<file path="src/rtl/pio_csr_bank_if.sv">
// Processor bus port of the PIO CSR bank: single-cycle write/read requests,
// registered read data with valid/error response.
interface pio_csr_bank_if;
  logic        write_en;
  logic [8:0]  write_addr;
  logic [3:0]  write_strb;
  logic [31:0] data_in;
  logic        read_en;
  logic [8:0]  read_addr;
  logic [31:0] data_out;
  logic        read_valid;
  logic        resp_err;

  modport master (
    output write_en, write_addr, write_strb, data_in, read_en, read_addr,
    input  data_out, read_valid, resp_err
  );

  modport slave (
    input  write_en, write_addr, write_strb, data_in, read_en, read_addr,
    output data_out, read_valid, resp_err
  );
endinterface

</file>
<file path="src/rtl/pio_csr_bank.sv">
// PIO control/status register bank: software-visible configuration, sticky W1C
// debug/IRQ flags, self-clearing command pulses and the two IRQ request lines.
module pio_csr_bank #(
  parameter int unsigned NUM_SM     = 4,
  parameter int unsigned IMEM_SIZE  = 32,
  parameter int unsigned FIFO_DEPTH = 4
) (
  input  logic                 clk,
  input  logic                 rst,
  pio_csr_bank_if.slave        bus,
  output logic [NUM_SM-1:0]    sm_en,
  output logic [NUM_SM-1:0]    sm_restart,
  output logic [NUM_SM-1:0]    clkdiv_restart,
  input  logic [4*NUM_SM-1:0]  fifo_stat,
  input  logic [8*NUM_SM-1:0]  fifo_level,
  input  logic [4*NUM_SM-1:0]  fdebug_set,
  input  logic [7:0]           irq_set,
  input  logic [7:0]           irq_clr,
  output logic [31:0]          sync_bypass,
  input  logic [31:0]          dbg_padout,
  input  logic [31:0]          dbg_padoe,
  output logic [24*NUM_SM-1:0] sm_clkdiv,
  output logic [32*NUM_SM-1:0] sm_execctrl,
  output logic [16*NUM_SM-1:0] sm_shiftctrl,
  output logic [32*NUM_SM-1:0] sm_pinctrl,
  input  logic [5*NUM_SM-1:0]  sm_addr,
  input  logic [16*NUM_SM-1:0] sm_instr_cur,
  output logic [16*NUM_SM-1:0] sm_instr,
  output logic [NUM_SM-1:0]    sm_instr_valid,
  input  logic [3*NUM_SM-1:0]  intr_src,
  output logic [1:0]           irq_out
);

  localparam logic [8:0] AddrCtrl       = 9'h000;
  localparam logic [8:0] AddrFstat      = 9'h004;
  localparam logic [8:0] AddrFdebug     = 9'h008;
  localparam logic [8:0] AddrFlevel     = 9'h00C;
  localparam logic [8:0] AddrIrq        = 9'h030;
  localparam logic [8:0] AddrSyncBypass = 9'h038;
  localparam logic [8:0] AddrPadout     = 9'h03C;
  localparam logic [8:0] AddrPadoe      = 9'h040;
  localparam logic [8:0] AddrCfgInfo    = 9'h044;
  localparam logic [8:0] AddrIntr       = 9'h190;
  localparam logic [8:0] AddrInte0      = 9'h194;
  localparam logic [8:0] AddrIntf0      = 9'h198;
  localparam logic [8:0] AddrInts0      = 9'h19C;
  localparam logic [8:0] AddrInte1      = 9'h1A0;
  localparam logic [8:0] AddrIntf1      = 9'h1A4;
  localparam logic [8:0] AddrInts1      = 9'h1A8;

  localparam int unsigned SmBase    = 200;
  localparam int unsigned SmStride  = 24;
  localparam int unsigned OffClkdiv = 0;
  localparam int unsigned OffExec   = 4;
  localparam int unsigned OffShift  = 8;
  localparam int unsigned OffAddr   = 12;
  localparam int unsigned OffInstr  = 16;
  localparam int unsigned OffPin    = 20;

  localparam logic [7:0]  SmMask     = 8'((1 << NUM_SM) - 1);
  localparam logic [23:0] IntMask    = {3{SmMask}};
  // EXECCTRL bit 31 and bits 6:5 are status-only and never stored
  localparam logic [31:0] ExecWrMask = 32'h7FFF_FF9F;
  localparam int unsigned FlvSms     = (NUM_SM < 4) ? NUM_SM : 4;
  localparam logic [31:0] CfgInfo    =
      {10'b0, 6'(IMEM_SIZE), 4'b0, 4'(NUM_SM), 2'b0, 6'(FIFO_DEPTH)};

  function automatic logic [8:0] sm_reg(input int unsigned n, input int unsigned off);
    return 9'(SmBase + SmStride * n + off);
  endfunction

  // State
  logic [NUM_SM-1:0]        sm_en_q, sm_en_d;
  logic [NUM_SM-1:0]        sm_restart_q, sm_restart_d;
  logic [NUM_SM-1:0]        clkdiv_restart_q, clkdiv_restart_d;
  logic [31:0]              fdebug_q, fdebug_d;
  logic [7:0]               irq_q, irq_d;
  logic [31:0]              sync_bypass_q, sync_bypass_d;
  logic [23:0]              inte0_q, inte0_d, intf0_q, intf0_d;
  logic [23:0]              inte1_q, inte1_d, intf1_q, intf1_d;
  logic [NUM_SM-1:0][23:0]  clkdiv_q, clkdiv_d;
  logic [NUM_SM-1:0][31:0]  execctrl_q, execctrl_d;
  logic [NUM_SM-1:0][15:0]  shiftctrl_q, shiftctrl_d;
  logic [NUM_SM-1:0][31:0]  pinctrl_q, pinctrl_d;
  logic [NUM_SM-1:0][15:0]  sm_instr_q, sm_instr_d;
  logic [NUM_SM-1:0]        sm_instr_valid_q, sm_instr_valid_d;
  logic [1:0]               irq_out_q, irq_out_d;
  logic [31:0]              data_out_q, data_out_d;
  logic                     read_valid_q;
  logic                     resp_err_q, resp_err_d;

  // Byte-padded views of the per-SM input buses
  logic [31:0] fstat_word, fdebug_set_word, flevel_word;
  logic [23:0] intr_word, ints0, ints1;

  logic [31:0] wmask, wdata, wr_tmp;
  logic        wr_hit;
  logic [31:0] rd_data;
  logic        rd_hit;
  logic [31:0] fdebug_sw_clr;
  logic [7:0]  irq_sw_clr;

  // Spread NUM_SM-wide fields onto byte lanes
  always_comb begin
    fstat_word      = '0;
    fdebug_set_word = '0;
    intr_word       = '0;
    flevel_word     = '0;
    for (int k = 0; k < 4; k++) begin
      fstat_word[8*k +: NUM_SM]      = fifo_stat[NUM_SM*k +: NUM_SM];
      fdebug_set_word[8*k +: NUM_SM] = fdebug_set[NUM_SM*k +: NUM_SM];
    end
    for (int k = 0; k < 3; k++) begin
      intr_word[8*k +: NUM_SM] = intr_src[NUM_SM*k +: NUM_SM];
    end
    flevel_word[8*FlvSms-1:0] = fifo_level[8*FlvSms-1:0];
  end

  assign ints0 = (intr_word | intf0_q) & inte0_q;
  assign ints1 = (intr_word | intf1_q) & inte1_q;

  // Read decode from pre-write state, so a same-cycle write is not visible
  always_comb begin
    rd_data = '0;
    rd_hit  = 1'b0;
    case (bus.read_addr)
      AddrCtrl:       begin rd_hit = 1'b1; rd_data[NUM_SM-1:0] = sm_en_q; end
      AddrFstat:      begin rd_hit = 1'b1; rd_data = fstat_word;          end
      AddrFdebug:     begin rd_hit = 1'b1; rd_data = fdebug_q;            end
      AddrFlevel:     begin rd_hit = 1'b1; rd_data = flevel_word;         end
      AddrIrq:        begin rd_hit = 1'b1; rd_data = {24'b0, irq_q};      end
      AddrSyncBypass: begin rd_hit = 1'b1; rd_data = sync_bypass_q;       end
      AddrPadout:     begin rd_hit = 1'b1; rd_data = dbg_padout;          end
      AddrPadoe:      begin rd_hit = 1'b1; rd_data = dbg_padoe;           end
      AddrCfgInfo:    begin rd_hit = 1'b1; rd_data = CfgInfo;             end
      AddrIntr:       begin rd_hit = 1'b1; rd_data = {8'b0, intr_word};   end
      AddrInte0:      begin rd_hit = 1'b1; rd_data = {8'b0, inte0_q};     end
      AddrIntf0:      begin rd_hit = 1'b1; rd_data = {8'b0, intf0_q};     end
      AddrInts0:      begin rd_hit = 1'b1; rd_data = {8'b0, ints0};       end
      AddrInte1:      begin rd_hit = 1'b1; rd_data = {8'b0, inte1_q};     end
      AddrIntf1:      begin rd_hit = 1'b1; rd_data = {8'b0, intf1_q};     end
      AddrInts1:      begin rd_hit = 1'b1; rd_data = {8'b0, ints1};       end
      default:        ;
    endcase
    for (int unsigned n = 0; n < NUM_SM; n++) begin
      if (bus.read_addr == sm_reg(n, OffClkdiv)) begin
        rd_hit  = 1'b1;
        rd_data = {clkdiv_q[n], 8'b0};
      end
      if (bus.read_addr == sm_reg(n, OffExec)) begin
        rd_hit  = 1'b1;
        rd_data = execctrl_q[n];
      end
      if (bus.read_addr == sm_reg(n, OffShift)) begin
        rd_hit  = 1'b1;
        rd_data = {shiftctrl_q[n], 16'b0};
      end
      if (bus.read_addr == sm_reg(n, OffAddr)) begin
        rd_hit  = 1'b1;
        rd_data = {27'b0, sm_addr[5*n +: 5]};
      end
      if (bus.read_addr == sm_reg(n, OffInstr)) begin
        rd_hit  = 1'b1;
        rd_data = {16'b0, sm_instr_cur[16*n +: 16]};
      end
      if (bus.read_addr == sm_reg(n, OffPin)) begin
        rd_hit  = 1'b1;
        rd_data = pinctrl_q[n];
      end
    end
  end

  // Write decode and next-state for every register
  always_comb begin
    wmask = {{8{bus.write_strb[3]}}, {8{bus.write_strb[2]}},
             {8{bus.write_strb[1]}}, {8{bus.write_strb[0]}}};
    wdata = bus.data_in & wmask;
    wr_tmp           = '0;
    wr_hit           = 1'b0;
    sm_en_d          = sm_en_q;
    sm_restart_d     = '0;
    clkdiv_restart_d = '0;
    sync_bypass_d    = sync_bypass_q;
    inte0_d          = inte0_q;
    intf0_d          = intf0_q;
    inte1_d          = inte1_q;
    intf1_d          = intf1_q;
    fdebug_sw_clr    = '0;
    irq_sw_clr       = '0;
    clkdiv_d         = clkdiv_q;
    execctrl_d       = execctrl_q;
    shiftctrl_d      = shiftctrl_q;
    pinctrl_d        = pinctrl_q;
    sm_instr_d       = sm_instr_q;
    sm_instr_valid_d = '0;

    if (bus.write_en) begin
      case (bus.write_addr)
        AddrCtrl: begin
          wr_hit = 1'b1;
          wr_tmp[NUM_SM-1:0] = sm_en_q;
          wr_tmp = (wr_tmp & ~wmask) | wdata;
          sm_en_d          = wr_tmp[NUM_SM-1:0];
          sm_restart_d     = wdata[8 +: NUM_SM];
          clkdiv_restart_d = wdata[16 +: NUM_SM];
        end
        AddrFdebug: begin wr_hit = 1'b1; fdebug_sw_clr = wdata;    end
        AddrIrq:    begin wr_hit = 1'b1; irq_sw_clr    = wdata[7:0]; end
        AddrSyncBypass: begin
          wr_hit = 1'b1;
          sync_bypass_d = (sync_bypass_q & ~wmask) | wdata;
        end
        AddrInte0: begin
          wr_hit = 1'b1;
          wr_tmp = ({8'b0, inte0_q} & ~wmask) | wdata;
          inte0_d = wr_tmp[23:0] & IntMask;
        end
        AddrIntf0: begin
          wr_hit = 1'b1;
          wr_tmp = ({8'b0, intf0_q} & ~wmask) | wdata;
          intf0_d = wr_tmp[23:0] & IntMask;
        end
        AddrInte1: begin
          wr_hit = 1'b1;
          wr_tmp = ({8'b0, inte1_q} & ~wmask) | wdata;
          inte1_d = wr_tmp[23:0] & IntMask;
        end
        AddrIntf1: begin
          wr_hit = 1'b1;
          wr_tmp = ({8'b0, intf1_q} & ~wmask) | wdata;
          intf1_d = wr_tmp[23:0] & IntMask;
        end
        // Read-only registers accept and drop the write without an error
        AddrFstat, AddrFlevel, AddrPadout, AddrPadoe, AddrCfgInfo,
        AddrIntr, AddrInts0, AddrInts1: wr_hit = 1'b1;
        default: ;
      endcase
      for (int unsigned n = 0; n < NUM_SM; n++) begin
        if (bus.write_addr == sm_reg(n, OffClkdiv)) begin
          wr_hit = 1'b1;
          wr_tmp = ({clkdiv_q[n], 8'b0} & ~wmask) | wdata;
          clkdiv_d[n] = wr_tmp[31:8];
        end
        if (bus.write_addr == sm_reg(n, OffExec)) begin
          wr_hit = 1'b1;
          execctrl_d[n] = ((execctrl_q[n] & ~wmask) | wdata) & ExecWrMask;
        end
        if (bus.write_addr == sm_reg(n, OffShift)) begin
          wr_hit = 1'b1;
          wr_tmp = ({shiftctrl_q[n], 16'b0} & ~wmask) | wdata;
          shiftctrl_d[n] = wr_tmp[31:16];
        end
        if (bus.write_addr == sm_reg(n, OffAddr)) begin
          wr_hit = 1'b1;
        end
        if (bus.write_addr == sm_reg(n, OffInstr)) begin
          wr_hit = 1'b1;
          wr_tmp = ({16'b0, sm_instr_q[n]} & ~wmask) | wdata;
          sm_instr_d[n]       = wr_tmp[15:0];
          sm_instr_valid_d[n] = |bus.write_strb[1:0];
        end
        if (bus.write_addr == sm_reg(n, OffPin)) begin
          wr_hit = 1'b1;
          pinctrl_d[n] = (pinctrl_q[n] & ~wmask) | wdata;
        end
      end
    end

    // Hardware set beats a simultaneous software clear
    fdebug_d = (fdebug_q | fdebug_set_word) & ~(fdebug_sw_clr & ~fdebug_set_word);
    irq_d    = (irq_q & ~irq_sw_clr & ~irq_clr) | irq_set;

    irq_out_d  = {|ints1, |ints0};
    data_out_d = (bus.read_en && rd_hit) ? rd_data : 32'b0;
    resp_err_d = (bus.read_en && !rd_hit) || (bus.write_en && !wr_hit);
  end

  // State register with synchronous reset
  always_ff @(posedge clk) begin
    if (rst) begin
      sm_en_q          <= '0;
      sm_restart_q     <= '0;
      clkdiv_restart_q <= '0;
      fdebug_q         <= '0;
      irq_q            <= '0;
      sync_bypass_q    <= '0;
      inte0_q          <= '0;
      intf0_q          <= '0;
      inte1_q          <= '0;
      intf1_q          <= '0;
      clkdiv_q         <= {NUM_SM{24'h000100}};
      execctrl_q       <= {NUM_SM{32'h0001_F000}};
      shiftctrl_q      <= {NUM_SM{16'h000C}};
      pinctrl_q        <= {NUM_SM{32'h1400_0000}};
      sm_instr_q       <= '0;
      sm_instr_valid_q <= '0;
      irq_out_q        <= '0;
      data_out_q       <= '0;
      read_valid_q     <= 1'b0;
      resp_err_q       <= 1'b0;
    end else begin
      sm_en_q          <= sm_en_d;
      sm_restart_q     <= sm_restart_d;
      clkdiv_restart_q <= clkdiv_restart_d;
      fdebug_q         <= fdebug_d;
      irq_q            <= irq_d;
      sync_bypass_q    <= sync_bypass_d;
      inte0_q          <= inte0_d;
      intf0_q          <= intf0_d;
      inte1_q          <= inte1_d;
      intf1_q          <= intf1_d;
      clkdiv_q         <= clkdiv_d;
      execctrl_q       <= execctrl_d;
      shiftctrl_q      <= shiftctrl_d;
      pinctrl_q        <= pinctrl_d;
      sm_instr_q       <= sm_instr_d;
      sm_instr_valid_q <= sm_instr_valid_d;
      irq_out_q        <= irq_out_d;
      data_out_q       <= data_out_d;
      read_valid_q     <= bus.read_en;
      resp_err_q       <= resp_err_d;
    end
  end

  assign sm_en          = sm_en_q;
  assign sm_restart     = sm_restart_q;
  assign clkdiv_restart = clkdiv_restart_q;
  assign sync_bypass    = sync_bypass_q;
  assign sm_clkdiv      = clkdiv_q;
  assign sm_execctrl    = execctrl_q;
  assign sm_shiftctrl   = shiftctrl_q;
  assign sm_pinctrl     = pinctrl_q;
  assign sm_instr       = sm_instr_q;
  assign sm_instr_valid = sm_instr_valid_q;
  assign irq_out        = irq_out_q;
  assign bus.data_out   = data_out_q;
  assign bus.read_valid = read_valid_q;
  assign bus.resp_err   = resp_err_q;

endmodule

</file>
<file path="src/flat_wrapper.sv">
// flat-port wrapper written by rule: the top's interface ports become plain ports
module pio_csr_bank_flat 
#(
  parameter int unsigned NUM_SM     = 4,
  parameter int unsigned IMEM_SIZE  = 32,
  parameter int unsigned FIFO_DEPTH = 4
)
  (clk, rst, sm_en, sm_restart, clkdiv_restart, fifo_stat, fifo_level, fdebug_set, irq_set, irq_clr, sync_bypass, dbg_padout, dbg_padoe, sm_clkdiv, sm_execctrl, sm_shiftctrl, sm_pinctrl, sm_addr, sm_instr_cur, sm_instr, sm_instr_valid, intr_src, irq_out, bus_write_en, bus_write_addr, bus_write_strb, bus_data_in, bus_read_en, bus_read_addr, bus_data_out, bus_read_valid, bus_resp_err);
  pio_csr_bank_if bus_i ();
  input  logic clk;
  input  logic rst;
  output logic [NUM_SM-1:0] sm_en;
  output logic [NUM_SM-1:0] sm_restart;
  output logic [NUM_SM-1:0] clkdiv_restart;
  input  logic [4*NUM_SM-1:0] fifo_stat;
  input  logic [8*NUM_SM-1:0] fifo_level;
  input  logic [4*NUM_SM-1:0] fdebug_set;
  input  logic [7:0] irq_set;
  input  logic [7:0] irq_clr;
  output logic [31:0] sync_bypass;
  input  logic [31:0] dbg_padout;
  input  logic [31:0] dbg_padoe;
  output logic [24*NUM_SM-1:0] sm_clkdiv;
  output logic [32*NUM_SM-1:0] sm_execctrl;
  output logic [16*NUM_SM-1:0] sm_shiftctrl;
  output logic [32*NUM_SM-1:0] sm_pinctrl;
  input  logic [5*NUM_SM-1:0] sm_addr;
  input  logic [16*NUM_SM-1:0] sm_instr_cur;
  output logic [16*NUM_SM-1:0] sm_instr;
  output logic [NUM_SM-1:0] sm_instr_valid;
  input  logic [3*NUM_SM-1:0] intr_src;
  output logic [1:0] irq_out;
  input wire logic [$bits(bus_i.write_en)-1:0] bus_write_en;
  input wire logic [$bits(bus_i.write_addr)-1:0] bus_write_addr;
  input wire logic [$bits(bus_i.write_strb)-1:0] bus_write_strb;
  input wire logic [$bits(bus_i.data_in)-1:0] bus_data_in;
  input wire logic [$bits(bus_i.read_en)-1:0] bus_read_en;
  input wire logic [$bits(bus_i.read_addr)-1:0] bus_read_addr;
  output wire logic [$bits(bus_i.data_out)-1:0] bus_data_out;
  output wire logic [$bits(bus_i.read_valid)-1:0] bus_read_valid;
  output wire logic [$bits(bus_i.resp_err)-1:0] bus_resp_err;
  assign bus_i.write_en = bus_write_en;
  assign bus_i.write_addr = bus_write_addr;
  assign bus_i.write_strb = bus_write_strb;
  assign bus_i.data_in = bus_data_in;
  assign bus_i.read_en = bus_read_en;
  assign bus_i.read_addr = bus_read_addr;
  assign bus_data_out = bus_i.data_out;
  assign bus_read_valid = bus_i.read_valid;
  assign bus_resp_err = bus_i.resp_err;
  pio_csr_bank #(.NUM_SM(NUM_SM), .IMEM_SIZE(IMEM_SIZE), .FIFO_DEPTH(FIFO_DEPTH)) u_core (.clk(clk), .rst(rst), .bus(bus_i), .sm_en(sm_en), .sm_restart(sm_restart), .clkdiv_restart(clkdiv_restart), .fifo_stat(fifo_stat), .fifo_level(fifo_level), .fdebug_set(fdebug_set), .irq_set(irq_set), .irq_clr(irq_clr), .sync_bypass(sync_bypass), .dbg_padout(dbg_padout), .dbg_padoe(dbg_padoe), .sm_clkdiv(sm_clkdiv), .sm_execctrl(sm_execctrl), .sm_shiftctrl(sm_shiftctrl), .sm_pinctrl(sm_pinctrl), .sm_addr(sm_addr), .sm_instr_cur(sm_instr_cur), .sm_instr(sm_instr), .sm_instr_valid(sm_instr_valid), .intr_src(intr_src), .irq_out(irq_out));
endmodule
</file>
<file path="config.mk">
export PLATFORM = sky130hd
export DESIGN_NAME = pio_csr_bank_flat
export DESIGN_NICKNAME = d
export VERILOG_FILES = /design/src/rtl/pio_csr_bank_if.sv /design/src/rtl/pio_csr_bank.sv /design/src/flat_wrapper.sv
export SDC_FILE = /design/constraint.sdc
export NUM_CORES = 1
export LEC_CHECK = 0
export ABC_AREA = 0
export CAP_MARGIN = 20
export CORE_AREA = 4 4 329 331
export DETAILED_ROUTE_END_ITERATION = 10
export DIE_AREA = 0 0 333 335
export PLACE_DENSITY = 0.58
export RECOVER_POWER = 25
export SLEW_MARGIN = 20
export SYNTH_ARGS = -nofsm -noshare
export SYNTH_HDL_FRONTEND = slang
export SYNTH_SLANG_ARGS = --single-unit
</file>
<file path="constraint.sdc">
create_clock -name clk -period 5.7 [get_ports clk]
set_input_delay 0.855 -clock clk [delete_from_list [all_inputs] [get_ports clk]]
set_output_delay 0.855 -clock clk [all_outputs]
set_load 0.02 [all_outputs]
</file>
=== Yosys cells after proc, flatten, opt, wreduce, memory -nomap -nowiden ===
Index checks and enable logic that the tools add are counted.

* Output and inout bits: 564
* Register bits after elaboration: 640
* Word-level logic and storage cells: 317
* Bits of input ports: 298

* Bitwise gates (word level): 75
* Equal/unequal tests: 78
* Mux-type cells: 81
* Reductions and logical operators: 45

{| class="wikitable"
|+ Operator list
! kind !! count
|-
| 2-to-1 mux 32 bit || 26
|-
| bitwise AND 32 bit || 16
|-
| case mux 28 bit (15 select lines) || 1
|-
| OR 32 bit || 13
|-
| == test 9 bit, second input constant || 34
|-
| == test 9 x 8 -> 1 bit, second input constant || 28
|-
| bitwise AND 31 bit || 4
|-
| OR 31 bit || 4
|-
| OR 20 bit || 6
|-
| bitwise AND 20 bit || 4
|-
| bitwise AND 16 bit || 4
|-
| NOT 32 bit || 2
|-
| OR 16 bit || 4
|-
| case mux 4 bit (16 select lines) || 1
|-
| == test 9 x 6 -> 1 bit, second input constant || 6
|-
| AND reduction 2 bit || 26
|-
| 2-to-1 mux 1 bit || 51
|-
| bitwise AND 24 x 20 -> 24 bit || 2
|-
| OR reduction 24 bit || 2
|-
| == test 9 x 4 -> 1 bit, second input constant || 4
|-
| == test 9 x 7 -> 1 bit, second input constant || 4
|-
| NOT 28 -> 32 bit || 1
|-
| OR 32 x 28 -> 32 bit || 1
|-
| OR reduction 16 bit || 2
|-
| other kinds (14) || 33
|}

=== Depth between registers and ports, before layout ===
Gate-level depths: netlist (run 1).

* Depth after elaboration: 31
* Gate-level depth with buffers: 11
* Mapped depth without buffers: 7

=== Worst setup path after synthesis (run 1) ===
OpenSTA, ideal clock, no wires.

* Path kind: in2reg
* Start point: input bus_read_addr[3]
* End point: register u_core.data_out_q[26], in the netlist u_core.bus.data_out[26]
* Setup time: 0.120 ns
* Arrival: 2.753 ns
* Path slack: 2.827 ns
* Cell stages on the path: 10
* Buffers on the path: 3
* Path through: buf_4 > clkbuf_1 > nand2_1 > a21oi_1 > a21oi_1 > or4_4 > o31ai_4 > buf_4 > a31oi_1 > o31a_1

* Cells in the longest elaborated chain, start to end: 30

{| class="wikitable"
|+ RTL lines
! what !! RTL line !! source
|-
| start, declared || flat_wrapper.sv:38 || <nowiki>input wire logic [$bits(bus_i.read_addr)-1:0] bus_read_addr;</nowiki>
|-
| == test 9 x 3 -> 1 bit (tied with other cells) || pio_csr_bank.sv:126 || <nowiki>case (bus.read_addr)</nowiki>
|-
| OR reduction 16 bit (no line) || -- ||
|-
| 2-to-1 mux 1 bit || pio_csr_bank.sv:126 ||
|-
| 2-to-1 mux 1 bit || pio_csr_bank.sv:146 || <nowiki>if (bus.read_addr == sm_reg(n, OffClkdiv)) begin</nowiki>
|-
| 2-to-1 mux 1 bit || pio_csr_bank.sv:150 || <nowiki>if (bus.read_addr == sm_reg(n, OffExec)) begin</nowiki>
|-
| 2-to-1 mux 1 bit || pio_csr_bank.sv:154 || <nowiki>if (bus.read_addr == sm_reg(n, OffShift)) begin</nowiki>
|-
| 2-to-1 mux 1 bit || pio_csr_bank.sv:158 || <nowiki>if (bus.read_addr == sm_reg(n, OffAddr)) begin</nowiki>
|-
| 2-to-1 mux 1 bit || pio_csr_bank.sv:162 || <nowiki>if (bus.read_addr == sm_reg(n, OffInstr)) begin</nowiki>
|-
| [... 14 more ...] || -- ||
|-
| 2-to-1 mux 1 bit || pio_csr_bank.sv:150 ||
|-
| 2-to-1 mux 1 bit || pio_csr_bank.sv:154 ||
|-
| 2-to-1 mux 1 bit || pio_csr_bank.sv:158 ||
|-
| 2-to-1 mux 1 bit || pio_csr_bank.sv:162 ||
|-
| 2-to-1 mux 1 bit || pio_csr_bank.sv:166 || <nowiki>if (bus.read_addr == sm_reg(n, OffPin)) begin</nowiki>
|-
| logical AND 1 bit || pio_csr_bank.sv:274 || <nowiki>data_out_d = (bus.read_en && rd_hit) ? rd_data : 32'b0;</nowiki>
|-
| NOT 1 bit (no line) || -- ||
|-
| OR reduction 2 bit (no line) || -- ||
|-
| end signal, assigned || pio_csr_bank.sv:319 || <nowiki>data_out_q <= data_out_d;</nowiki>
|-
| end, declared || pio_csr_bank.sv:88 || <nowiki>logic [31:0] data_out_q, data_out_d;</nowiki>
|}

Parallel ways exist; a longest one is shown, timed or not.
A chain may end at the register's enable or synchronous reset.

==> results of run 1 <==
-- Yosys cell counts (41+ instances only) --
master    count  share of area, %
a21oi_1     467               7.7
a221oi_1     62               1.8
a22oi_1      84               2.1
clkbuf_1    253               3.1
dfxtp_1     640                42
mux2i_1     182               6.0
nand2_1     553               6.9
nand3_1     311               5.2
nor2_1      304               3.8
nor3_1       41              0.68
o21ai_0     161               2.7
o22ai_1      55               1.1
-- power by group through the flow --
| stage | Clock, mW | Sequential, mW | Combinational [mW] |
|---|---|---|---|
| final | 5.18 | 4.50 | 0.833 |
| after CTS | 5.23 | 4.50 | 0.819 |
| after floorplan | 0 | 4.60 | 0.328 |
| after global routing | 5.41 | 4.50 | 0.848 |
| after global placement | 0 | 4.60 | 0.822 |
| after detailed placement | 0 | 4.60 | 0.817 |
-- how the worst max path moves through the flow --
stage | startpoint | to | slack (ns)
global placement | bus_read_addr[1] | u_core.bus.data_out[21]$_SDFF_PP0_ | 0.71
finish | bus_write_en | flip-flop | 0.81
floorplan | bus_read_addr[3] | u_core.bus.data_out[26]$_SDFF_PP0_ | 2.83
global route | bus_write_en | flip-flop | 0.68
CTS | bus_read_addr[1] | u_core.bus.data_out[21]$_SDFF_PP0_ | 1.36
detailed placement | bus_read_addr[1] | u_core.bus.data_out[21]$_SDFF_PP0_ | 0.67
-- cell type report --
class | count | area, µm²
flip-flops and latches | 640 | 12800
inverters | 14 | 52.6
fillers | 10800 | 62300
repair buffers | 1004 | 9670
clock buffers | 106 | 2270
well taps | 1391 | 1740
diodes | 19 | 47.5
multi-input cells | 2759 | 15900
clock inverters | 31 | 335
-- metal layers --
metal / vias up / share of wire [%]
met5: - / 0.093
met4: 30 / 6.3
met3: 542 / 10
met2: 2374 / 46
met1: 17400 / 38
li1: 15100 / -
-- cells by family after synthesis --
| family | synth area share [%] |
|---|---|
| other | 0.0124 |
| buffers and inverters | 5.46 |
| AOI/OAI and AO/OA | 22.5 |
| DFF | 42.4 |
| and+or+nand+nor | 23.5 |
| muxes | 6.18 |
-- worst register-to-register path, stage by stage (launching register included) --
cell and delay (ns):
dfxtp_1 0.34, o21ai_0 0.52, o32ai_1 0.21, nor4_1 0.48
a21oi_1 0.18, o21ai_0 0.45, a221oi_1 0.17
==> reports/metrics.csv, run 1 <==
metric,value,unit
outcome,finished with violations,
violations,"capacitance limit, slew limit",
place_area,0.0402,mm²
whs_path_depth,2,
initial_utilization,28.7,%
r2r-end,u_core.bus.data_out[18]$_SDFF_PP0_,
p_switching,2.69,mW
crit_cells,5,
post_cts_resized,0,
r2r_slack,3.21,ns
fin_worst_skew,0.0225,ns
cp-end-kind,flip-flop,
cp.arrival,5.40,ns
area_growth,41.8,%
syn_avg_cell_area,8.06,µm²
pre_cts_ws,0.671,ns
holdBufCountCts,0,
nets,4795,
wirelength,203000,µm
timing.fmax,204,MHz
cp-start-kind,input pin,
core,0.105,mm²
finalWorstSetupSlack,0.809,ns
timing.slew.headroom,-115,%
fin_hold_ws,0.449,ns
via_count,35500,
final_area,0.0428,mm²
grtUsageMet1,41.5,%
crit_type,input pin to flip-flop,
slew_viol_final,154,
setup_viol,0,
critical_path.cell_chain,"dlygate4sd3_1, and2_1, nand2_1, mux2i_1, nor2_1",
synth_seq_cells,640,
dr.pass1.iters,7,
switching_share,25.6,%
fin_crit,4.89,ns
die_x,333,µm
timing.final.crit_share,85.8,%
tritoncts,done,
ys.flop_type,dfxtp_1,
gp_congestion,0.945,
synthCells,3748,
rsz0062_at_grt,no,
drv_cap,3,
stdcell_count,5964,
clock_latency,0.66,ns
synth_warnings,0,
cts_buffers,78,
syn_area,0.0302,mm²
fin_util,40.8,%
worst-path-max-fanout,57,
cp_data_required_time,6.21,ns
power_frac_comb,7.9,%
async_flop_share,0,%
grt-busiest-layer,met2,
cts_root_buf,clkbuf_16,
synth_cell_types,94,
final_layout_size_suffix_gt1_share,8.39,%
grt_pass1_vias,33100,
hpwl,157000,µm
crit_path_top_delay_cell,and2_1,
ys_seq_area_share,42.4,%
track_usage,34.4,%
die_h,335,µm
met2_usage,55.9,%
cts_setup_buffers,0,
ff2ff_path_depth,6,
power-per-cell-area,245,mW/mm²
grt_first_pass_wirelength,274000,µm
grt_overflow_total,0,
layout_common_cells,"dfxtp_1 (640), nand2_1 (553), clkdlybuf4s50_1 (552), a21oi_1 (467), nand3_1 (311)",
seq_power_share,42.8,%
finalSetupTns,0,ns
drc_errors,0,
hold_end,u_core.fdebug_q[6]$_SDFF_PP0_,
met3_usage,9.49,%
ios,862,
drt_iter0_drc,4580,
leakage,15.1,nW
grt_max_degree,162,
final_common_cell,dfxtp_1,
hold_start,u_core.fdebug_q[6]$_SDFF_PP0_,
ant_nets,0,
wire_per_inst,34.1,µm
internal_power,7.83,mW
power,10.5,mW
irDropWorstVdd,0.200,mV
finalHoldViolations,0,
hp-class,flip-flop to flip-flop,
clk_pin_slew,0.06,ns
tightest_slew,3.23,ns
rows,119,
dieArea,0.112,mm²
synth_edf_count,0,
dp.cells,5808,
viasPerCell,5.95,
max_stage_delay,2.08,ns
power_frac_clock,49.3,%
crit_buf_inv,1,
antenna_found_initial,35,
port_buffers,849,
h-tree-depth,3,
crit_family,simple AND/OR/NAND/NOR gates,
cts.sinks,640,
max-clock-path-buffers,3,
No activity file was read; power rests on OpenSTA's default activity.
==> inputs of run 2 (changes only) <==
--- a/config.mk
+++ b/config.mk
@@ -5,11 +5,11 @@
 export SDC_FILE = /design/constraint.sdc
 export NUM_CORES = 1
 export LEC_CHECK = 0
-export ABC_AREA = 0
+export ABC_AREA = 1
 export CAP_MARGIN = 20
-export CORE_AREA = 4 4 329 331
+export CORE_AREA = 10 10 330 332
 export DETAILED_ROUTE_END_ITERATION = 10
-export DIE_AREA = 0 0 333 335
+export DIE_AREA = 0 0 340 342
 export PLACE_DENSITY = 0.58
 export RECOVER_POWER = 25
 export SLEW_MARGIN = 20
==> run 2 against run 1 <==
The flow still finishes with violations (capacitance limit, slew limit). First-iteration DRC count down 34%. Design area down 2.3%. Sequential power about the same. Hold slack worse by 0.011 ns. Combinational power down 18%. Cell count up 8.6%. Count of clock-buffer cells in the layout up 2. Critical path depth unchanged. Core utilization about the same. Largest cell class unchanged. Largest power group unchanged.
==> reports/metrics.csv, run 2 <==
metric,value,unit
synth_compound_area_share,22.5,%
synth_simple_gate_area_share,25.0,%
hpwl,146000,µm
timing.final.crit_share,86.6,%
cp-startpoint,rst,
final_common_cell,nand2_1,
final_layout_size_suffix_gt1_share,6.49,%
post_cts_resized,0,
num-fill-cells,10800,
synth_warnings,0,
syn_avg_cell_area,6.91,µm²
ys.flop_type,dfxtp_1,
clock_latency,0.67,ns
power-per-cell-area,252,mW/mm²
max_stage_delay,2.15,ns
violations,"capacitance limit, slew limit",
r2r-end,u_core.bus.data_out[3]$_SDFF_PP0_,
tightest_slew,2.76,ns
holdBufCountCts,0,
fin_crit,4.94,ns
synth_top_family_by_area,simple AND/OR/NAND/NOR gates,
drc_errors,0,
timing.fmax,202,MHz
dp.cells,6321,
viasPerCell,5.23,
ff2ff_path_depth,14,
stdcell_count,6474,
dr.pass1.iters,6,
synthCells,4238,
drv_cap,1,
synthAdderAreaFrac,0,%
hp-class,flip-flop to flip-flop,
multi_input_area,0.0140,mm²
fin_worst_skew,0.0173,ns
outcome,finished with violations,
cp_data_required_time,6.21,ns
synth_edf_count,0,
clk_pin_slew,0.06,ns
dieArea,0.116,mm²
synth_top_area_share,43.8,%
wirelength,186000,µm
ios,862,
ff_latch_area,0.0128,mm²
die_h,342,µm
crit_path_top_delay_cell,clkinvlp_2,
cts_root_buf,clkbuf_16,
grt_first_pass_wirelength,255000,µm
yosysMostFrequentCell,nand2_1,
gp_congestion,0.969,
tritoncts,done,
cp.arrival,5.45,ns
leakage,16.2,nW
timing.slew.headroom,-85.2,%
via_count,33800,
worst-path-max-fanout,114,
ant_nets,0,
grt_pass1_vias,32300,
antenna_found_initial,19,
core,0.103,mm²
synth_cell_types,58,
synth_area_leaders,"dfxtp_1 (44%), nand2_1 (12%), a21oi_1 (10%)",
layout_common_cells,"nand2_1 (968), dfxtp_1 (640), a21oi_1 (592), clkdlybuf4s50_1 (571), nor2_1 (485)",
muxShareOfSynthArea,0,%
wire_per_inst,28.7,µm
rows,118,
grt_overflow_total,0,
r2r_slack,2.90,ns
nets,5319,
cts.sinks,640,
rsz0062_at_grt,no,
area_growth,42.9,%
hold_start,u_core.fdebug_q[7]$_SDFF_PP0_,
cp-start-kind,input pin,
netlist_top_cells_count,"nand2_1 (968), dfxtp_1 (640), a21oi_1 (592)",
max-clock-path-buffers,3,
setup_viol,0,
async_flop_share,0,%
synth-xor-area-share,0,%
critical_path.cell_chain,"clkbuf_8, clkinvlp_2, clkbuf_4, o21ai_0, a21oi_1",
drt_iter0_drc,3023,
cp-end-kind,flip-flop,
port_buffers,849,
finalHoldViolations,0,
fin_hold_ws,0.438,ns
irDropWorstVdd,0.202,mV
grt_max_degree,203,
die_x,340,µm
slew_viol_final,59,
h-tree-depth,3,
ys_seq_area_share,43.8,%
cts_setup_buffers,0,
initial_utilization,28.5,%
finalSetupTns,0,ns
track_usage,30.2,%
crit_type,input pin to flip-flop,
yosys.area.top_type,dfxtp_1,
syn_area,0.0293,mm²
synth_seq_cells,640,
cts_buffers,78,
==> run 2: final cells by class <==
cell class | instances | area share, %
multi-input cells | 2970 | 33.4
flip-flops and latches | 640 | 30.6
repair buffers | 932 | 21.8
clock buffers | 108 | 5.29
well taps | 1380 | 4.13
inverters | 399 | 3.59
clock inverters | 36 | 1.18
diodes | 9 | 0.0538
==> run 2: report_power, final <==
group	switching, mW	internal, mW	leakage [nW]
clock network	2.20	3.15	1.31
logic	0.431	0.250	9.73
registers	0.0101	4.49	5.16
total	2.64	7.89	16.2
==> run 2: cell families after synthesis <==
kind of cell / after synthesis
and+or+nand+nor: 1754
AOI/OAI and AO/OA: 1204
DFF: 640
buffers and inverters: 639
other: 1
==> run 2: metal layers <==
| layer | up-vias | GRT usage (%) | wire [µm] |
|---|---|---|---|
| met5 | - | 0 | 142 |
| met4 | 22 | 11.4 | 7530 |
| met2 | 1641 | 50.7 | 87400 |
| met3 | 329 | 9.78 | 18000 |
| met1 | 16300 | 35.7 | 73000 |
| li1 | 15600 | - | - |
==> run 2: critical path, delay by kind of cell <==
kind	cells	cell delay, ns
buffers and inverters	3	3.83
AOI/OAI and AO/OA	2	0.41
==> run 2: worst min path at each step <==
| stage | endpoint | slack (ns) | cells after the start |
|---|---|---|---|
| after floorplan | u_core.fdebug_q[21]$_SDFF_PP0_ | 0.41 | 2 |
| after global placement | u_core.fdebug_q[7]$_SDFF_PP0_ | 0.42 | 2 |
| after detailed placement | u_core.fdebug_q[7]$_SDFF_PP0_ | 0.43 | 2 |
| after CTS | u_core.fdebug_q[7]$_SDFF_PP0_ | 0.44 | 2 |
| after global routing | u_core.fdebug_q[7]$_SDFF_PP0_ | 0.45 | 2 |
| final | u_core.fdebug_q[7]$_SDFF_PP0_ | 0.44 | 2 |
==> run 2: through the flow <==
| stage | util, % | power [mW] | cell area, µm² | setup slack (ns) |
|---|---|---|---|---|
| 2_1_floorplan | - | 4.84 | 29300 | 2.99 |
| 3_3_place_gp | 38.1 | 5.27 | 39100 | 0.697 |
| 3_5_place_dp | 38.2 | 5.27 | 39200 | 0.628 |
| 4_1_cts | 40.8 | 10.6 | 41900 | 1.35 |
| 5_1_grt | 40.8 | 10.8 | 41800 | 0.513 |
| 6_report | 40.8 | 10.5 | 41900 | 0.761 |
